[config.mk]
export PLATFORM = sky130hd
export DESIGN_NAME = instr_sequencer_flat
export DESIGN_NICKNAME = d
export VERILOG_FILES = /design/src/rtl/instr_sequencer_if.sv /design/src/rtl/instr_sequencer.sv /design/src/flat_wrapper.sv
export SDC_FILE = /design/constraint.sdc
export NUM_CORES = 1
export LEC_CHECK = 0
export ABC_CLOCK_PERIOD_IN_PS = 5400
export CORE_AREA = 2 2 93 95
export CTS_CLUSTER_DIAMETER = 60
export CTS_CLUSTER_SIZE = 8
export DETAILED_ROUTE_END_ITERATION = 8
export DIE_AREA = 0 0 95 97
export MAX_ROUTING_LAYER = met4
export PLACE_DENSITY = 0.88
export SLEW_MARGIN = 20
export SYNTH_ARGS = -nofsm -noshare
export SYNTH_HDL_FRONTEND = slang
export SYNTH_SLANG_ARGS = --single-unit
export TNS_END_PERCENT = 100
[constraint.sdc]
create_clock -name clk -period 5.4 [get_ports clk]
set_clock_uncertainty 0.1 [all_clocks]
set_input_delay 1.08 -clock clk [delete_from_list [all_inputs] [get_ports clk]]
set_output_delay 1.08 -clock clk [all_outputs]
set_load 0.01 [all_outputs]
[src/rtl/instr_sequencer_if.sv]
// Fetch / decode / data-memory signal bundle for instr_sequencer.
// master = sequencer side, slave = fetch unit, control_unit and data memory side.
interface instr_sequencer_if;
    logic        fetch_req;
    logic [31:0] pc;
    logic        instr_valid;
    logic [31:0] instruction_in;
    logic [31:0] instruction;
    logic        dec_reg_write_enable;
    logic        dec_mem_load_enable;
    logic        dec_mem_write_enable;
    logic        dec_jump_en;
    logic [31:0] dec_jump_address;
    logic        mem_req;
    logic        mem_we;
    logic        mem_ack;
    logic        reg_write_strobe;
    logic [2:0]  state;
    logic [31:0] instr_retired;

    modport master (
        output fetch_req, pc, instruction, mem_req, mem_we, reg_write_strobe, state, instr_retired,
        input  instr_valid, instruction_in, dec_reg_write_enable, dec_mem_load_enable,
               dec_mem_write_enable, dec_jump_en, dec_jump_address, mem_ack
    );

    modport slave (
        input  fetch_req, pc, instruction, mem_req, mem_we, reg_write_strobe, state, instr_retired,
        output instr_valid, instruction_in, dec_reg_write_enable, dec_mem_load_enable,
               dec_mem_write_enable, dec_jump_en, dec_jump_address, mem_ack
    );
endinterface

[src/rtl/instr_sequencer.sv]
// Multi-cycle FETCH/DECODE/EXECUTE/MEMORY/WRITEBACK instruction sequencer.
// Optional retired-instruction counter enabled by defining PERF_COUNTER_EN.
module instr_sequencer (
    input  logic               clk,
    input  logic               rst,
    instr_sequencer_if.master  bus
);
    typedef enum logic [2:0] {
        FETCH     = 3'd0,
        DECODE    = 3'd1,
        EXECUTE   = 3'd2,
        MEMORY    = 3'd3,
        WRITEBACK = 3'd4
    } state_t;

    state_t      r_state, w_next;
    logic [31:0] r_pc, w_pc_next, w_pc_inc;
    logic [31:0] r_instr;
    logic        w_mem_any;

    assign w_pc_inc  = r_pc + 32'd4;
    assign w_mem_any = bus.dec_mem_load_enable | bus.dec_mem_write_enable;

    always_ff @(posedge clk) begin
        if (rst) begin
            r_state <= FETCH;
            r_pc    <= 32'd0;
            r_instr <= 32'd0;
        end else begin
            r_state <= w_next;
            r_pc    <= w_pc_next;
            if (r_state == FETCH && bus.instr_valid)
                r_instr <= bus.instruction_in;
        end
    end

    always_comb begin
        w_next    = r_state;
        w_pc_next = r_pc;
        case (r_state)
            FETCH:   if (bus.instr_valid) w_next = DECODE;
            DECODE:  w_next = EXECUTE;
            EXECUTE: begin
                // jump outranks any memory or register-write enables
                if (bus.dec_jump_en) begin
                    w_pc_next = bus.dec_jump_address & 32'hFFFF_FFFC;
                    w_next    = FETCH;
                end else if (w_mem_any) begin
                    w_next = MEMORY;
                end else if (bus.dec_reg_write_enable) begin
                    w_next = WRITEBACK;
                end else begin
                    w_pc_next = w_pc_inc;
                    w_next    = FETCH;
                end
            end
            MEMORY: begin
                if (bus.mem_ack) begin
                    if (bus.dec_mem_load_enable && bus.dec_reg_write_enable) begin
                        w_next = WRITEBACK;
                    end else begin
                        w_pc_next = w_pc_inc;
                        w_next    = FETCH;
                    end
                end
            end
            WRITEBACK: begin
                w_pc_next = w_pc_inc;
                w_next    = FETCH;
            end
            default: w_next = FETCH;
        endcase
    end

    assign bus.fetch_req        = (r_state == FETCH);
    assign bus.pc               = r_pc;
    assign bus.instruction      = r_instr;
    assign bus.mem_req          = (r_state == MEMORY);
    assign bus.mem_we           = (r_state == MEMORY) && bus.dec_mem_write_enable && !bus.dec_mem_load_enable;
    assign bus.reg_write_strobe = (r_state == WRITEBACK);
    assign bus.state            = r_state;

`ifdef PERF_COUNTER_EN
    logic [31:0] r_retired;
    logic        w_retire;

    assign w_retire = (w_next == FETCH) &&
                      (r_state == EXECUTE || r_state == MEMORY || r_state == WRITEBACK);

    always_ff @(posedge clk) begin
        if (rst)
            r_retired <= 32'd0;
        else if (w_retire)
            r_retired <= r_retired + 32'd1;
    end

    assign bus.instr_retired = r_retired;
`else
    assign bus.instr_retired = 32'd0;
`endif
endmodule

[src/flat_wrapper.sv]
// flat-port wrapper written by rule: the top's interface ports become plain ports
module instr_sequencer_flat 
  (clk, rst, bus_fetch_req, bus_pc, bus_instruction, bus_mem_req, bus_mem_we, bus_reg_write_strobe, bus_state, bus_instr_retired, bus_instr_valid, bus_instruction_in, bus_dec_reg_write_enable, bus_dec_mem_load_enable, bus_dec_mem_write_enable, bus_dec_jump_en, bus_dec_jump_address, bus_mem_ack);
  instr_sequencer_if bus_i ();
  input  logic clk;
  input  logic rst;
  output wire logic [$bits(bus_i.fetch_req)-1:0] bus_fetch_req;
  output wire logic [$bits(bus_i.pc)-1:0] bus_pc;
  output wire logic [$bits(bus_i.instruction)-1:0] bus_instruction;
  output wire logic [$bits(bus_i.mem_req)-1:0] bus_mem_req;
  output wire logic [$bits(bus_i.mem_we)-1:0] bus_mem_we;
  output wire logic [$bits(bus_i.reg_write_strobe)-1:0] bus_reg_write_strobe;
  output wire logic [$bits(bus_i.state)-1:0] bus_state;
  output wire logic [$bits(bus_i.instr_retired)-1:0] bus_instr_retired;
  input wire logic [$bits(bus_i.instr_valid)-1:0] bus_instr_valid;
  input wire logic [$bits(bus_i.instruction_in)-1:0] bus_instruction_in;
  input wire logic [$bits(bus_i.dec_reg_write_enable)-1:0] bus_dec_reg_write_enable;
  input wire logic [$bits(bus_i.dec_mem_load_enable)-1:0] bus_dec_mem_load_enable;
  input wire logic [$bits(bus_i.dec_mem_write_enable)-1:0] bus_dec_mem_write_enable;
  input wire logic [$bits(bus_i.dec_jump_en)-1:0] bus_dec_jump_en;
  input wire logic [$bits(bus_i.dec_jump_address)-1:0] bus_dec_jump_address;
  input wire logic [$bits(bus_i.mem_ack)-1:0] bus_mem_ack;
  assign bus_fetch_req = bus_i.fetch_req;
  assign bus_pc = bus_i.pc;
  assign bus_instruction = bus_i.instruction;
  assign bus_mem_req = bus_i.mem_req;
  assign bus_mem_we = bus_i.mem_we;
  assign bus_reg_write_strobe = bus_i.reg_write_strobe;
  assign bus_state = bus_i.state;
  assign bus_instr_retired = bus_i.instr_retired;
  assign bus_i.instr_valid = bus_instr_valid;
  assign bus_i.instruction_in = bus_instruction_in;
  assign bus_i.dec_reg_write_enable = bus_dec_reg_write_enable;
  assign bus_i.dec_mem_load_enable = bus_dec_mem_load_enable;
  assign bus_i.dec_mem_write_enable = bus_dec_mem_write_enable;
  assign bus_i.dec_jump_en = bus_dec_jump_en;
  assign bus_i.dec_jump_address = bus_dec_jump_address;
  assign bus_i.mem_ack = bus_mem_ack;
  instr_sequencer u_core (.clk(clk), .rst(rst), .bus(bus_i));
endmodule
==> metrics.cfg <==
[yosys]
avgSynthCellArea_um2=7.47
synth_edf_count=0
synth_top_family_by_area=simple AND/OR/NAND/NOR gates
ys_ff_latch=65
synthAdderAreaFrac=0.00357
ys_types=55
synth-seq-area-share=0.371
syn_inst=469
synth_xor_area_frac=0
yosys_warnings=0
yosys.area_share.simple=0.256
synthFlopType=dfxtp_1
synth_compound_area_frac=0.246
yosys-mux-area-fraction=0
synthArstFlopShare=0
syn_area_mm2=0.00350

[clocking]
cts_made_buffers=9
tritoncts=yes
clk_latency_ns=0.35
root_buffer=clkbuf_8
clk_pin_slew_worst_paths_ns=0.08
clockBufferDepth=2
cts_resized=0
post_cts_buffers=0
cts_max_level=3
clock_sinks=65
cts_hold_buf=0

[cells_and_area]
utilization=0.612
syn_to_final_growth_pct=42.1
final_common_cell=clkdlybuf4s50_1
drive_gt1_frac=0.0488
mostFrequentLayoutCells=clkdlybuf4s50_1 (137), nand2_1 (90), dfxtp_1 (65), a21oi_1 (59), conb_1 (34)
nets=662
antennaDiodeCount=0

[setup_path]
critPathSlowestCell=clkdlybuf4s50_1
required_ns=4.22
worstSetupStartpointType=input port
critPathCaptureType=output port
critPathArrivalTime_ns=2.30
cp_cell_sequence=clkdlybuf4s50_1 -> nor3b_1 -> clkdlybuf4s50_1
r2r_cells=5
path_class=input port to output port
cp_max_fo=4
crit_top_cell=clkdlybuf4s50_1
crit_path_max_incr_delay_ns=0.56

[pwr]
power.switching_mw=0.330
sw_frac_of_total=0.282
power.leakage_nw=1.74
pwr-share-seq=0.446
p_per_area_mw_per_mm2=235
ir_worst_vdd_v=0.000205
intPower_mw=0.842
clkPwrFrac=0.369
pwr-share-comb=0.186

[sta]
worst_pin_slew_ns=1.05
rsz0062_at_grt=false
hold_viol_final=0
tns_ns=0
finalMaxSlewViolations=0
setup-violations-final=0
fin_crit_sh=0.644
slew_headroom=0.298
fmax_mhz=287
min_period_ns=3.48
whs_ns=0.357

[global_routing]
grt_antenna_before_repair=0
grt_max_degree=57
grt_pass1_wl_um=16400
track_usage=0.224
grt_pass1_vias=3555
grt_overflow=0

[run]
drv_cap=0

[drt]
avgRoutedWirePerCell_um=14.6
route.detailed.drc=0
drt_pass1_iterations=4
vias=3853
drt-vias-per-instance=5.51
finalWirelength_um=10200
dr.first_iter.drc_count=220
ant_nets=0

[hold_path]
hp-class=flip-flop to flip-flop
whs_path_depth=2

[die]
die_h_um=97
die_area_mm2=0.00922
rows=33
dieWidth_um=95
core_mm2=0.00813
start_util=0.431
io_pins=175

[placement]
gp_congestion=0.880
hpwl_um=7260
port_buffers=138

[run_status]
outcome=finished, final reports clean

synthesized netlist by cell type, types with 5 or more instances:
master	number	area, µm²
clkbuf_1	29	109
dfxtp_1	65	1300
nor3_1	8	40.0
o21ai_0	28	140
or3_1	6	37.5
nor2_1	17	63.8
nand2_1	90	338
nand3_1	15	75.1
a31oi_1	7	43.8
a21oi_1	59	295
a211oi_1	5	37.5
nor4_1	10	62.6
a21o_1	5	37.5
nand4_1	10	62.6
buf_4	34	255
inv_1	9	33.8
state kept, by name (all words and copies together), names as in the netlist:
| name | cells |
|---|---|
| u_core.bus.instruction | 32 |
| u_core.bus.pc | 30 |
| u_core.bus.state | 3 |
metal layers:
metal,vias to the layer above,part of all wire,global-route usage
li1,1843,-,-
met5,-,0,-
met2,214,0.47,0.344
met3,30,0.095,0.0717
met1,1766,0.41,0.277
met4,0,0.026,0.0769
critical path, delay by kind of cell:
kind	cells	cell delay [ns]
buf+inv	2	1.02
simple gates	1	0.19
metrics by stage:
| step | cell area [µm²] | std cells | setup WS, ns | power, mW |
|---|---|---|---|---|
| after floorplan | 3630 | 502 | 2.83 | 0.651 |
| after global placement | 4770 | 683 | 1.93 | 0.743 |
| after detailed placement | 4770 | 683 | 1.92 | 0.749 |
| after CTS | 4980 | 699 | 1.92 | 1.18 |
| after global routing | 4980 | 699 | 1.88 | 1.22 |
| final | 4980 | 699 | 1.92 | 1.17 |
cell type report:
| class | instances | area, µm² |
|---|---|---|
| Sequential cell | 65 | 1300 |
| Clock buffer | 10 | 138 |
| Fill cell | 750 | 3150 |
| Clock inverter | 6 | 66.3 |
| Multi-Input combinational cell | 361 | 1900 |
| Tap cell | 105 | 131 |
| Inverter | 10 | 37.5 |
| Timing Repair Buffer | 142 | 1410 |
power groups by stage:
stage	clock [mW]	combinational (mW)	sequential, mW
3_5_place_dp	0	0.216	0.533
6_report	0.432	0.218	0.522
5_1_grt	0.461	0.238	0.526
4_1_cts	0.436	0.218	0.522
2_1_floorplan	0	0.111	0.540
3_3_place_gp	0	0.212	0.531
worst paths after layout:
path	start	to	slack [ns]
setup reg to reg	u_core.bus.state[0]$_SDFFE_PP0P_	u_core.bus.pc[29]$_SDFFE_PP0P_	2.84
hold reg to reg	u_core.bus.instruction[23]$_SDFFE_PP0P_	u_core.bus.instruction[23]$_SDFFE_PP0P_	0.36
setup / recovery	bus_dec_mem_load_enable	bus_mem_we	1.92
hold / removal	u_core.bus.instruction[23]$_SDFFE_PP0P_	u_core.bus.instruction[23]$_SDFFE_PP0P_	0.36
cells by family after synthesis:
group | after synthesis
DFF | 65
and+or+nand+nor | 186
adders and majority gates | 1
other | 1
AOI/OAI and AO/OA | 140
buffers and inverters | 76
No activity file was read; power rests on OpenSTA's default activity.
